`src/rtl/rgb_to_hsv.sv`:
```
// Pipelined RGB565-to-HSV converter, one pixel per clock, fixed 8-cycle latency.
// Optional macro RGB2HSV_FLUSH_EN adds a synchronous `flush` input that drops all in-flight pixels.
module rgb_to_hsv #(
    parameter int H_WIDTH     = 10,
    parameter int GREEN_ROUND = 0
) (
    input  logic               clk,
    input  logic               rst_n,
`ifdef RGB2HSV_FLUSH_EN
    input  logic               flush,
`endif
    input  logic               in_valid,
    input  logic [4:0]         red,
    input  logic [5:0]         green,
    input  logic [4:0]         blue,
    input  logic [H_WIDTH-1:0] horiz_count_in,
    output logic               write,
    output logic [8:0]         hue,
    output logic [4:0]         saturation,
    output logic [4:0]         value,
    output logic [H_WIDTH-1:0] horiz_count
);

    // Handshake: in_valid qualifies the pixel inputs on each posedge; there is no ready,
    // so every valid pixel is accepted and emerges as a single-cycle write 8 cycles later.
    logic flush_w;
`ifdef RGB2HSV_FLUSH_EN
    assign flush_w = flush;
`else
    assign flush_w = 1'b0;
`endif

    // One restoring-division step: returns {quotient bit, new remainder}; divisor 0 yields bit 0.
    function automatic logic [11:0] div_step(input logic [10:0] rem, input logic [4:0] dv,
                                             input int k);
        logic [10:0] sh;
        sh = 11'(dv) << k;
        if (dv != 5'd0 && rem >= sh) div_step = {1'b1, rem - sh};
        else                         div_step = {1'b0, rem};
    endfunction

    // S0 registers
    logic               vld0_q;
    logic [4:0]         r0_q, g0_q, b0_q;
    logic [H_WIDTH-1:0] hc0_q;
    logic [5:0]         g_rnd;
    logic [4:0]         g5_d;

    always_comb begin
        g_rnd = 6'((7'(green) + 7'd1) >> 1);
        if (GREEN_ROUND != 0) g5_d = (g_rnd > 6'd31) ? 5'd31 : g_rnd[4:0];
        else                  g5_d = green[5:1];
    end

    // S1 combinational: max/min, numerators and hue sector
    logic [4:0]  mx_d, mn_d, d_d, absd_d;
    logic [1:0]  sel_d;
    logic [5:0]  diff_d;
    logic [10:0] snum_d, hnum_d;

    always_comb begin
        if (r0_q >= g0_q && r0_q >= b0_q) begin
            mx_d  = r0_q;
            sel_d = 2'd0;
        end else if (g0_q >= b0_q) begin
            mx_d  = g0_q;
            sel_d = 2'd1;
        end else begin
            mx_d  = b0_q;
            sel_d = 2'd2;
        end
        mn_d = r0_q;
        if (g0_q < mn_d) mn_d = g0_q;
        if (b0_q < mn_d) mn_d = b0_q;
        d_d = mx_d - mn_d;
        case (sel_d)
            2'd0:    diff_d = {1'b0, g0_q} - {1'b0, b0_q};
            2'd1:    diff_d = {1'b0, b0_q} - {1'b0, r0_q};
            default: diff_d = {1'b0, r0_q} - {1'b0, g0_q};
        endcase
        absd_d = diff_d[5] ? (5'd0 - diff_d[4:0]) : diff_d[4:0];
        snum_d = 11'(d_d) * 11'd31;
        hnum_d = 11'(absd_d) * 11'd60;
    end

    // Index 0 holds S1; indices 1..6 hold S2..S7, each resolving one quotient bit (MSB first).
    logic               vld_q  [0:6];
    logic [10:0]        srem_q [0:6];
    logic [10:0]        hrem_q [0:6];
    logic [5:0]         sq_q   [0:6];
    logic [5:0]         hq_q   [0:6];
    logic [4:0]         mx_q   [0:6];
    logic [4:0]         dv_q   [0:6];
    logic               neg_q  [0:6];
    logic [1:0]         sel_q  [0:6];
    logic [H_WIDTH-1:0] hc_q   [0:6];

    logic [11:0] sstep [1:6];
    logic [11:0] hstep [1:6];
    logic [10:0] srem_d [1:6];
    logic [10:0] hrem_d [1:6];
    logic [5:0]  sq_d   [1:6];
    logic [5:0]  hq_d   [1:6];

    always_comb begin
        for (int i = 1; i <= 6; i++) begin
            sstep[i]       = div_step(srem_q[i-1], mx_q[i-1], 6 - i);
            hstep[i]       = div_step(hrem_q[i-1], dv_q[i-1], 6 - i);
            srem_d[i]      = sstep[i][10:0];
            hrem_d[i]      = hstep[i][10:0];
            sq_d[i]        = sq_q[i-1];
            hq_d[i]        = hq_q[i-1];
            sq_d[i][6 - i] = sstep[i][11];
            hq_d[i][6 - i] = hstep[i][11];
        end
    end

    // S8 combinational: place the quotient within its 120-degree sector
    logic [8:0] base_d, hue_d;
    always_comb begin
        case (sel_q[6])
            2'd0:    base_d = 9'd0;
            2'd1:    base_d = 9'd120;
            default: base_d = 9'd240;
        endcase
        if (!neg_q[6])            hue_d = base_d + 9'(hq_q[6]);
        else if (sel_q[6] == 2'd0) hue_d = (hq_q[6] == 6'd0) ? 9'd0 : 9'd360 - 9'(hq_q[6]);
        else                       hue_d = base_d - 9'(hq_q[6]);
    end

    logic               write_q;
    logic [8:0]         hue_q;
    logic [4:0]         sat_q, val_q;
    logic [H_WIDTH-1:0] hc_out_q;

    always_ff @(posedge clk or negedge rst_n) begin
        if (!rst_n) begin
            vld0_q <= 1'b0;
            r0_q   <= '0;
            g0_q   <= '0;
            b0_q   <= '0;
            hc0_q  <= '0;
            for (int i = 0; i <= 6; i++) begin
                vld_q[i]  <= 1'b0;
                srem_q[i] <= '0;
                hrem_q[i] <= '0;
                sq_q[i]   <= '0;
                hq_q[i]   <= '0;
                mx_q[i]   <= '0;
                dv_q[i]   <= '0;
                neg_q[i]  <= 1'b0;
                sel_q[i]  <= '0;
                hc_q[i]   <= '0;
            end
            write_q  <= 1'b0;
            hue_q    <= '0;
            sat_q    <= '0;
            val_q    <= '0;
            hc_out_q <= '0;
        end else begin
            vld0_q <= in_valid & ~flush_w;
            r0_q   <= red;
            g0_q   <= g5_d;
            b0_q   <= blue;
            hc0_q  <= horiz_count_in;

            vld_q[0]  <= vld0_q & ~flush_w;
            srem_q[0] <= snum_d;
            hrem_q[0] <= hnum_d;
            sq_q[0]   <= '0;
            hq_q[0]   <= '0;
            mx_q[0]   <= mx_d;
            dv_q[0]   <= d_d;
            neg_q[0]  <= diff_d[5];
            sel_q[0]  <= sel_d;
            hc_q[0]   <= hc0_q;

            for (int i = 1; i <= 6; i++) begin
                vld_q[i]  <= vld_q[i-1] & ~flush_w;
                srem_q[i] <= srem_d[i];
                hrem_q[i] <= hrem_d[i];
                sq_q[i]   <= sq_d[i];
                hq_q[i]   <= hq_d[i];
                mx_q[i]   <= mx_q[i-1];
                dv_q[i]   <= dv_q[i-1];
                neg_q[i]  <= neg_q[i-1];
                sel_q[i]  <= sel_q[i-1];
                hc_q[i]   <= hc_q[i-1];
            end

            // Outputs only change on a real write so they hold across bubbles and flushes.
            write_q <= vld_q[6] & ~flush_w;
            if (vld_q[6] && !flush_w) begin
                hue_q    <= hue_d;
                sat_q    <= sq_q[6][4:0];
                val_q    <= mx_q[6];
                hc_out_q <= hc_q[6];
            end
        end
    end

    assign write       = write_q;
    assign hue         = hue_q;
    assign saturation  = sat_q;
    assign value       = val_q;
    assign horiz_count = hc_out_q;

endmodule
```
`config.mk`:
```
export PLATFORM = sky130hd
export DESIGN_NAME = rgb_to_hsv
export DESIGN_NICKNAME = d
export VERILOG_FILES = /design/src/rtl/rgb_to_hsv.sv
export SDC_FILE = /design/constraint.sdc
export NUM_CORES = 1
export LEC_CHECK = 0
export CORE_AREA = 5 5 254 194
export CTS_CLUSTER_SIZE = 30
export DETAILED_ROUTE_END_ITERATION = 10
export DIE_AREA = 0 0 259 199
export PLACE_DENSITY_LB_ADDON = 0.15
export REMOVE_ABC_BUFFERS = 1
export SYNTH_ARGS = -nofsm -noshare
export SYNTH_HDL_FRONTEND = slang
export SYNTH_SLANG_ARGS = --single-unit
```
`constraint.sdc`:
```
create_clock -name clk -period 15.1 [get_ports clk]
set_input_delay 3.775 -clock clk [delete_from_list [all_inputs] [get_ports clk]]
set_output_delay 3.775 -clock clk [all_outputs]
set_load 0.05 [all_outputs]
```
# [Word-level counts from Yosys, hierarchy flattened]
# Index checks and enable logic that the tools add are counted.
[word_totals] register_bits=384 output_inout_bits=30 input_bits=29 word_cells=167
[op_classes] mux=24 addsub=20 order_cmp=17 n_reduce_logical=28 n_eq_ne=2 n_mul=2
[op_table] op="$mux 12" count=12
[op_table] op="$reduce_bool 5->1" count=12
[op_table] op="$mux 9" count=3
[op_table] op="$mux 5" count=5
[op_table] op="$ge 11x5->1" count=2
[op_table] op="$ge 11x6->1" count=2
[op_table] op="$ge 11x7->1" count=2
[op_table] op="$ge 11x8->1" count=2
[op_table] op="$ge 11x9->1" count=2
[op_table] op="$sub 11x5->11" count=2
[op_table] op="$sub 11x6->11" count=2
[op_table] op="$sub 11x7->11" count=2
[op_table] op="$sub 11x8->11" count=2
[op_table] op="$sub 11x9->11" count=2
[op_table] op="$sub 5x5->6" count=3
[op_table] op="$pmux 8 s2" count=1
[op_table] op="$ge 5x5->1" count=3
[op_table] op="$logic_and 1x1->1" count=13
[op_table] op="$pmux 6 s2" count=1
[op_table] op="$ge 11x10->1" count=1
[op_table] op="$sub 10x10->11" count=1
[op_table] op="$sub 11x10->11" count=1
[op_table] op="$ge 10x10->1" count=1
[op_table] op="$lt 5x5->1" count=2
[op_table] op="other kinds (11)" count=14

# [Depth between registers and ports, before layout]
# Gate-level depths: netlist of the first run.
[logic_depth] depth_word=8 mapped_depth=33 mapped_depth_nobuf=33

# [Least setup slack after synthesis of the first run]
# No wires, ideal clock.
[synth_path] kind="register to register" from="register r0_q[0]" to="register srem_q[75] (netlist bit)" setup_time_ps=125 path_slack_ps=8252 stages_incl_launch_ff=31 synth_period_minus_slack_ps=6848 required_time_ps=14975 path_buffers=0 arrival_time_ps=6723 path_cell_list="dfrtp_1 -> inv_1 -> ha_1 -> inv_1 -> fa_1 -> nand3_1 -> a21oi_1 -> o21ai_0 -> nor2_1 -> a21oi_1 -> ha_1 -> a21oi_1 -> nor2_1 -> a211oi_1 -> o21ai_2 -> a31o_1 -> ha_1 -> fa_1 -> xor2_1 -> fa_1 -> inv_1 -> fa_1 -> inv_1 -> fa_1 -> inv_1 -> ha_1 -> a21oi_1 -> o21bai_1 -> a21oi_1 -> o21ai_0 -> xnor2_1"
[synth_via] elab_chain_cells=6
[synth_rtl] element="start: declaration" line="44" source="logic [4:0] r0_q, g0_q, b0_q;"
[synth_rtl] element="start signal: assignment" line="162" source="r0_q <= red;"
[synth_rtl] element="$lt 5x5->1" line="73" source="if (g0_q < mn_d) mn_d = g0_q;"
[synth_rtl] element="$mux 5" line="73"
[synth_rtl] element="$lt 5x5->1" line="74" source="if (b0_q < mn_d) mn_d = b0_q;"
[synth_rtl] element="$mux 5" line="74"
[synth_rtl] element="$sub 5x5->5 (*)" line="75" source="d_d = mx_d - mn_d;"
[synth_rtl] element="$mul 5x5->10 (*)" line="82" source="snum_d = 11'(d_d) * 11'd31;"
[synth_rtl] element="named net snum_d[9]" line="59" source="logic [10:0] snum_d, hnum_d;"
[synth_rtl] element="end signal: indexed assignment" line="180" source="srem_q[i] <= srem_d[i];"
[synth_rtl] element="end: declaration" line="88" source="logic [10:0] srem_q [0:6];"
# Mark *: on every way through the listed nets, which the timed path passes. The rest lies on a longest branch.
# A chain may end at the register's enable or synchronous reset.

# [Worst setup path after layout of the first run]
# Ends and elaborated chain as after synthesis.

==> impl_metrics.json, run 1 <==
{
  "synth.top_cell.area_share_pct": 57.2,
  "yosysSeqAreaShare_pct": 57.2,
  "ant_nets": 0,
  "portBuffers": 57,
  "diodes": 0,
  "layout_common_cells": "dfrtp_1, inv_1, ha_1, nor2_1, nand2_1",
  "cts_tree": "done",
  "vdd_drop_max_mv": 0.239,
  "syn2layout_area_growth_pct": 16.5,
  "wl_per_cell_um": 13.3,
  "drive_above_1_share_pct": 9.07,
  "grt_max_degree": 178,
  "synthFlopType": "dfrtp_1",
  "finClkSkew_ns": 0.0232,
  "run_status": "completed",
  "htreeDepth": 2,
  "die_area_um2": 51500,
  "final.setup.tns_ns": 0,
  "gp_congestion": 0.817,
  "worst-setup-path-type": "reg2reg",
  "nets": 1550,
  "rsz0062_at_grt": "false",
  "synth_area_leader_cell": "dfrtp_1",
  "pwr_density_cell_nw_per_um2": 259,
  "yosysUniqueCellTypes": 82,
  "synthesis.area_um2": 16100,
  "critPathCaptureType": "flip-flop",
  "grt_pass1_wl_um": 47600,
  "critPathRequiredTime_ns": 15.50,
  "numCtsBuffers": 38,
  "slowest_stage": "fa_1",
  "cpPeakStageDelay_ns": 0.54,
  "post-route-period-util_pct": 51.0,
  "placed_cell_area_um2": 17500,
  "cts_resized": 0,
  "clockRootBuffer": "clkbuf_16",
  "synth_edf_count": 0,
  "hold_viol_final": 0,
  "row_count": 69,
  "max_cap_violations": 0,
  "drtIter0Drc": 415,
  "worst_pin_slew_ns": 0.949,
  "yosys-top-cells-area": "dfrtp_1, ha_1, fa_1",
  "antenna_found_initial": 0,
  "clk_latency_ns": 0.53,
  "holdBufCountCts": 0,
  "final_common_cell": "dfrtp_1",
  "startpoint_type": "flip-flop",
  "syn_area_per_cell_um2": 12.5,
  "numClockSinks": 369,
  "via_count": 9125,
  "fin_crit_ns": 7.70,
  "postSynthCellCount": 1290,
  "clk_pin_slew_ns": 0.06,
  "grt_overflow": 0,
  "p_leak_nw": 8.57,
  "drt_wl_total_um": 27100,
  "vias_per_cell": 4.48,
  "hold_path_class": "reg2reg",
  "max_freq_mhz": 130,
  "ys_warn_count": 0,
  "grt_pass1_vias": 9705,
  "r2r_slack_ns": 7.40,
  "arrival_ns": 8.10,
  "dpl.hpwl_um": 19600,
  "ys_ff_latch": 369,
  "cp_max_fo": 9,
  "track_usage_pct": 11.0,
  "maxSlewViolCount": 0,
  "max_slew_margin_pct": 36.7,
  "dieHeight_um": 199,
  "fin_area_um2": 18800,
  "finalSetupViolCount": 0,
  "start_util_pct": 34.5,
  "firstDrtPassIters": 5,
  "cts-root-to-sink-buffers": 3,
  "core_area_um2": 46700,
  "die_w_um": 259,
  "postCtsSetupBuffers": 0,
  "drcViolationCount": 0,
  "io_pins": 59,
  "synth_async_sr_flop_share_pct": 100
}
final cells by class:
cell class	count	area, µm²
fill	4360	27900
sequential	369	9240
multi-input combinational	769	6300
clock buffer	54	1160
tap	639	800
timing repair buffer	60	611
inverter	135	507
clock inverter	13	174
critical path, delay by kind of cell (launching register included):
kind                       cells  cell delay (ns)
xor gates and xnor gates       2             0.35
AOI/OAI and AO/OA             11             2.80
DFF                            1             0.45
adders and majority gates      9             3.36
buffers and inverters          5             0.31
and+or+nand+nor                3             0.32
flip-flops by register name, indices dropped and copies added (netlist names), 6 cells and up:
name / flops
dv_q: 30
hc0_q: 10
hc_q: 70
horiz_count: 10
hq_d: 15
hq_q: 6
hrem_q: 55
hue: 9
mx_q: 35
neg_q: 7
sel_q: 14
sq_d: 10
srem_q: 59
vld_q: 7
per-stage QoR:
step	instances	total power [mW]	hold slack, ns	setup slack (ns)	utilization, %
3_3_place_gp	1972	3.92	0.331	7.45	37.4
4_1_cts	2039	4.97	0.323	7.37	40.2
3_5_place_dp	1972	3.95	0.335	7.42	37.4
6_report	2039	4.87	0.325	7.40	40.2
2_1_floorplan	1273	3.42	0.331	8.25	-
5_1_grt	2039	5.37	0.341	6.62	40.2
logic make-up (layout without fill, tap and decap cells):
| logic type | after synthesis | in the layout | synth area share, % |
|---|---|---|---|
| buf+inv | 152 | 262 | 3.71 |
| fa+ha+maj | 148 | 148 | 12.7 |
| flops | 369 | 369 | 57.2 |
| mux | 59 | 59 | 4.10 |
| compound gates | 206 | 206 | 8.45 |
| xor+xnor | 85 | 85 | 4.75 |
| simple gates | 271 | 271 | 9.03 |
power breakdown:
group          switching [mW]  internal (mW)
Combinational            1.24           1.13
Sequential              0.193           1.34
Clock                   0.377          0.590
Total                    1.81           3.06
cells in the mapped netlist (9+ instances only):
cell,n
nor2b_1,27
inv_1,134
nand2_1,58
mux2i_1,14
nor4_1,20
mux2_1,9
dfrtp_1,369
a21oi_1,51
nand2b_1,18
nor2_1,64
nand3b_1,9
xnor2_1,50
a21o_1,16
nor3_1,11
ha_1,121
mux2_2,34
o21ai_1,17
xor2_1,33
fa_1,27
nand3_1,19
o21ai_0,46
routing by layer:
metal  GRT usage (%)  part of all wire [%]
met3            2.34                   3.4
met1            15.3                    49
met4            3.28                   2.3
met2            17.7                    45
met5               0                     0
final timing paths:
kind / start / end / depth (start not counted)
max in group asynchronous: rst_n / g0_q[3]$_DFF_PN0_ / 2
min in group asynchronous: rst_n / horiz_count[0]$_DFFE_PN0P_ / 1
worst min-delay path: hc_q[57]$_DFF_PN0_ / hc_q[47]$_DFF_PN0_ / 0
worst max-delay path: r0_q[0]$_DFF_PN0_ / srem_q[75]$_DFF_PN0_ / 30
worst max register to register: r0_q[0]$_DFF_PN0_ / srem_q[75]$_DFF_PN0_ / 30
worst min register to register: hc_q[57]$_DFF_PN0_ / hc_q[47]$_DFF_PN0_ / 0
No activity file was read; power rests on OpenSTA's default activity.
==> inputs of run 2 (changes only) <==
==> constraint.sdc (replaced) <==
create_clock -name clk -period 7.2 [get_ports clk]
set_input_delay 1.8 -clock clk [delete_from_list [all_inputs] [get_ports clk]]
set_output_delay 1.8 -clock clk [all_outputs]
set_load 0.05 [all_outputs]
==> impl_metrics.json, run 2 (same netlist as run 1, synthesis figures left out) <==
{
  "reg2reg_from": "r0_q[0]$_DFF_PN0_",
  "worst-setup-path-type": "reg2reg",
  "regMostFlops": "hc_q",
  "worst-path-buf-inv": 7,
  "gr-max-usage-layer": "met2",
  "cp_max_fo": 8,
  "fin_hold_ws_ns": 0.334,
  "nets": 1557,
  "p_leak_nw": 8.60,
  "finalSetupViolCount": 0,
  "drtIter0Drc": 415,
  "p_total_mw": 10.3,
  "vdd_drop_max_mv": 0.517,
  "numCtsBuffers": 40,
  "syn2layout_area_growth_pct": 17.0,
  "worst_pin_slew_ns": 0.961,
  "use_met1_pct": 15.5,
  "antenna_found_initial": 0,
  "hold_viol_final": 0,
  "startpoint": "r0_q[0]$_DFF_PN0_",
  "rsz0062_at_grt": "false",
  "endpoint": "srem_q[74]$_DFF_PN0_",
  "slowest_stage": "fa_1",
  "drcViolationCount": 0,
  "critPathRequiredTime_ns": 7.66,
  "clk_pin_slew_ns": 0.06,
  "crit_family": "adder cells",
  "largest_reg_flops": 70,
  "layout_common_cells": "dfrtp_1, inv_1, ha_1, nor2_1, nand2_1",
  "fin_area_um2": 18900,
  "max_cap_violations": 0,
  "track_usage_pct": 11.1,
  "comb_power_share_pct": 48.8,
  "pwr_density_cell_nw_per_um2": 545,
  "clk_latency_ns": 0.54,
  "critPathCaptureType": "flip-flop",
  "final_cells": 2045,
  "drt_wl_total_um": 27300,
  "clockRootBuffer": "clkbuf_16",
  "numClockSinks": 369,
  "cts_tree": "done",
  "hold_path_class": "reg2reg",
  "clkPwrFrac_pct": 20.0,
  "final.setup.tns_ns": 0,
  "final_common_cell": "dfrtp_1",
  "r2r_end": "srem_q[74]$_DFF_PN0_",
  "dpl.hpwl_um": 19600,
  "r2r_slack_ns": 0.46,
  "gp_congestion": 0.797,
  "reg2reg_depth": 32,
  "top_regs": "hc_q x70, srem_q x59, hrem_q x55",
  "io_pins": 59,
  "ant_nets": 0,
  "placed_cells": 1977,
  "switching_power_mw": 3.83,
  "grt_use_met3_pct": 2.35,
  "run_status": "completed",
  "placed_cell_area_um2": 17500,
  "post-route-period-util_pct": 93.6,
  "max_freq_mhz": 148,
  "grt_pass1_vias": 9717,
  "drive_above_1_share_pct": 9.67,
  "multi_input_area_um2": 6330,
  "dieHeight_um": 199,
  "finClkSkew_ns": 0.0175,
  "portBuffers": 57,
  "swShare_pct": 37.2,
  "row_count": 69,
  "grt_max_degree": 172,
  "start_util_pct": 34.5,
  "die_w_um": 259,
  "arrival_ns": 7.19,
  "regArea_um2": 9240,
  "holdBufCountCts": 0,
  "min_path_cells": 0,
  "grt_pass1_wl_um": 48100,
  "post-route-util_pct": 40.4,
  "grt_use_met2_pct": 17.6,
  "cts-root-to-sink-buffers": 3,
  "core_area_um2": 46700,
  "postCtsSetupBuffers": 0,
  "via_count": 9191,
  "p_int_mw": 6.46,
  "cpPeakStageDelay_ns": 0.54,
  "post-place-ws_ns": 0.194,
  "firstDrtPassIters": 6,
  "die_area_um2": 51500,
  "worst_slack_ns": 0.464,
  "startpoint_type": "flip-flop",
  "fin_crit_ns": 6.74,
  "max_slew_margin_pct": 35.7,
  "htreeDepth": 2,
  "maxSlewViolCount": 0,
  "p_seq_share_pct": 31.2,
  "diodes": 0,
  "grt_overflow": 0,
  "vias_per_cell": 4.49,
  "cp.depth": 32,
  "fillCellCount": 4414,
  "wl_per_cell_um": 13.4
}
-- run 2: cell count changes in the layout (fill, tap and decap cells not counted), sizes merged --
cell	previous run	this run
clkinvlp	0	1
clkinv	8	6
inv	137	136
clkbuf	54	57
buf	4	9
-- run 2: layer usage --
metal	up-vias	routed length, µm	part of all wire [%]
met5	-	0	0
met4	0	644	2.4
met3	50	1070	3.9
met2	120	12300	45
met1	4461	13300	49
li1	4560	-	-
-- run 2: timing repair --
action	in CTS	in global routing
endpoints found under the hold margin	0	0
endpoints found under the setup margin	0	3
resized for setup	0	6
-- run 2: worst register-to-register path: cells and delay by family, from the launching register on --
kind,cells,cell delay [ns]
AO/OA/AOI/OAI,11,1.75
flip-flops,1,0.43
adder cells (fa/ha/maj),9,3.37
buffers and inverters,7,0.63
AND/OR/NAND/NOR,4,0.31
XOR/XNOR,1,0.13
-- run 2: worst min-delay path by stage --
stage / from / endpoint
2_1_floorplan: hc_q[10]$_DFF_PN0_ / hc_q[0]$_DFF_PN0_
6_report: neg_q[1]$_DFF_PN0_ / neg_q[0]$_DFF_PN0_
4_1_cts: hc_q[47]$_DFF_PN0_ / hc_q[37]$_DFF_PN0_
3_3_place_gp: hc_q[56]$_DFF_PN0_ / hc_q[46]$_DFF_PN0_
5_1_grt: neg_q[1]$_DFF_PN0_ / neg_q[0]$_DFF_PN0_
3_5_place_dp: hc_q[29]$_DFF_PN0_ / hc_q[19]$_DFF_PN0_
-- run 2: power groups by stage --
| stage | Combinational (mW) | Clock [mW] | Sequential, mW |
|---|---|---|---|
| after CTS | 5.05 | 2.14 | 3.23 |
| after floorplan | 3.91 | 0 | 3.27 |
| after global routing | 5.84 | 2.24 | 3.31 |
| after detailed placement | 5.00 | 0 | 3.26 |
| after global placement | 4.98 | 0 | 3.25 |
| final | 5.02 | 2.06 | 3.21 |
-- run 2: cell type report --
| cell class | count | area share [%] |
|---|---|---|
| Sequential cell | 369 | 48.9 |
| Multi-Input combinational cell | 769 | 33.5 |
| Inverter | 135 | 2.69 |
| Clock inverter | 11 | 0.882 |
| Tap cell | 639 | 4.24 |
| Timing Repair Buffer | 65 | 3.43 |
| Clock buffer | 57 | 6.28 |
==> inputs of run 3 (changes only) <==
--- a/config.mk
+++ b/config.mk
@@ -9,6 +9,7 @@
 export CTS_CLUSTER_SIZE = 30
 export DETAILED_ROUTE_END_ITERATION = 10
 export DIE_AREA = 0 0 259 199
+export MAX_ROUTING_LAYER = met4
 export PLACE_DENSITY_LB_ADDON = 0.15
 export REMOVE_ABC_BUFFERS = 1
 export SYNTH_ARGS = -nofsm -noshare
==> impl_metrics.json, run 3 (same netlist as run 1, synthesis figures left out) <==
{
  "top_regs": "hc_q x70, srem_q x59, hrem_q x55",
  "p_int_mw": 6.46,
  "pwr_density_cell_nw_per_um2": 545,
  "syn2layout_area_growth_pct": 17.0,
  "finClkSkew_ns": 0.0167,
  "numClockSinks": 369,
  "final_cells": 2045,
  "gp_congestion": 0.809,
  "portBuffers": 57,
  "drt_wl_total_um": 27300,
  "ant_nets": 0,
  "run_status": "completed",
  "start_util_pct": 34.5,
  "comb_power_share_pct": 48.8,
  "worst_pin_slew_ns": 0.961,
  "via_count": 9177,
  "htreeDepth": 2,
  "die_area_um2": 51500,
  "critPathCaptureType": "flip-flop",
  "max_cap_violations": 0,
  "grt_pass1_vias": 9720,
  "worst-setup-path-type": "reg2reg",
  "cp_max_fo": 8,
  "core_area_um2": 46700,
  "grt_overflow": 0,
  "diodes": 0,
  "layout_common_cells": "dfrtp_1, inv_1, ha_1, nor2_1, nand2_1",
  "final.setup.tns_ns": 0,
  "drive_above_1_share_pct": 9.67,
  "wl_per_cell_um": 13.3,
  "numCtsBuffers": 40,
  "arrival_ns": 7.18,
  "holdBufCountCts": 0,
  "firstDrtPassIters": 4,
  "clkPwrFrac_pct": 20.0,
  "swShare_pct": 37.2,
  "drtIter0Drc": 428,
  "critPathRequiredTime_ns": 7.66,
  "row_count": 69,
  "drcViolationCount": 0,
  "max_slew_margin_pct": 35.7,
  "maxSlewViolCount": 0,
  "die_w_um": 259,
  "io_pins": 59,
  "max_freq_mhz": 149,
  "vias_per_cell": 4.49,
  "finalSetupViolCount": 0,
  "p_leak_nw": 8.60,
  "switching_power_mw": 3.83,
  "regArea_um2": 9240,
  "cpPeakStageDelay_ns": 0.54,
  "postCtsSetupBuffers": 0,
  "largest_reg_flops": 70,
  "rsz0062_at_grt": "false",
  "antenna_found_initial": 0,
  "regMostFlops": "hc_q",
  "fillCellCount": 4414,
  "clockRootBuffer": "clkbuf_16",
  "cts_tree": "done",
  "startpoint_type": "flip-flop",
  "p_seq_share_pct": 31.2,
  "clk_pin_slew_ns": 0.06,
  "grt_pass1_wl_um": 48000,
  "post-route-period-util_pct": 93.4,
  "dieHeight_um": 199,
  "placed_cells": 1977,
  "hold_viol_final": 0,
  "final_common_cell": "dfrtp_1",
  "grt_max_degree": 172,
  "clk_latency_ns": 0.54,
  "hold_path_class": "reg2reg",
  "fin_crit_ns": 6.72,
  "track_usage_pct": 11.4,
  "cts_resized": 0,
  "cts-root-to-sink-buffers": 3,
  "nets": 1557,
  "vdd_drop_max_mv": 0.517,
  "dpl.hpwl_um": 19600,
  "slowest_stage": "fa_1",
  "multi_input_area_um2": 6330
}
-- run 3: path summary, 6_finish.rpt --
path                       cells past startpoint                   end  slack, ns          startpoint
min reg2reg                                    0    neg_q[0]$_DFF_PN0_       0.33  neg_q[1]$_DFF_PN0_
max in group asynchronous                      2     b0_q[0]$_DFF_PN0_       4.75               rst_n
max                                           32  srem_q[74]$_DFF_PN0_       0.48   r0_q[0]$_DFF_PN0_
min                                            0    neg_q[0]$_DFF_PN0_       0.33  neg_q[1]$_DFF_PN0_
min in group asynchronous                      1     hc_q[0]$_DFF_PN0_       1.16               rst_n
max reg2reg                                   32  srem_q[74]$_DFF_PN0_       0.48   r0_q[0]$_DFF_PN0_
-- run 3: critical path, delay by kind of cell (launching register included) --
family	cells	cell delay [ns]
fa+ha+maj	9	3.37
compound gates	11	1.74
buf+inv	7	0.63
flops	1	0.43
simple gates	4	0.31
xor+xnor	1	0.13
-- run 3: metal layers --
metal / wire, µm / global-route usage [%] / vias up
met1: 13300 / 15.5 / 4449
li1: - / - / 4559
met2: 12400 / 17.6 / 120
met3: 1030 / 2.30 / 49
met4: 624 / 3.44 / 0
met5: 0 / - / -
-- run 3: layout make-up --
| type | instances | share of cell area (%) |
|---|---|---|
| Timing Repair Buffer | 65 | 3.43 |
| Sequential cell | 369 | 48.9 |
| Clock inverter | 11 | 0.882 |
| Clock buffer | 57 | 6.28 |
| Inverter | 135 | 2.69 |
| Tap cell | 639 | 4.24 |
| Multi-Input combinational cell | 769 | 33.5 |
-- run 3: power by group through the flow --
| stage | clock (mW) | sequential, mW | combinational (mW) |
|---|---|---|---|
| after floorplan | 0 | 3.27 | 3.91 |
| after global placement | 0 | 3.25 | 4.98 |
| after detailed placement | 0 | 3.26 | 5.00 |
| after CTS | 2.14 | 3.23 | 5.05 |
| after global routing | 2.24 | 3.31 | 5.84 |
| final | 2.06 | 3.21 | 5.02 |
-- run 3: stage by stage --
step	hold WS [ns]	util [%]	setup slack (ns)	total power [mW]	instance area (µm²)
2_1_floorplan	0.331	-	0.351	7.17	16000
3_3_place_gp	0.332	37.5	0.239	8.23	17500
3_5_place_dp	0.335	37.5	0.194	8.26	17500
4_1_cts	0.338	40.3	0.159	10.4	18800
5_1_grt	0.340	40.4	0.0313	11.4	18900
6_report	0.334	40.4	0.476	10.3	18900
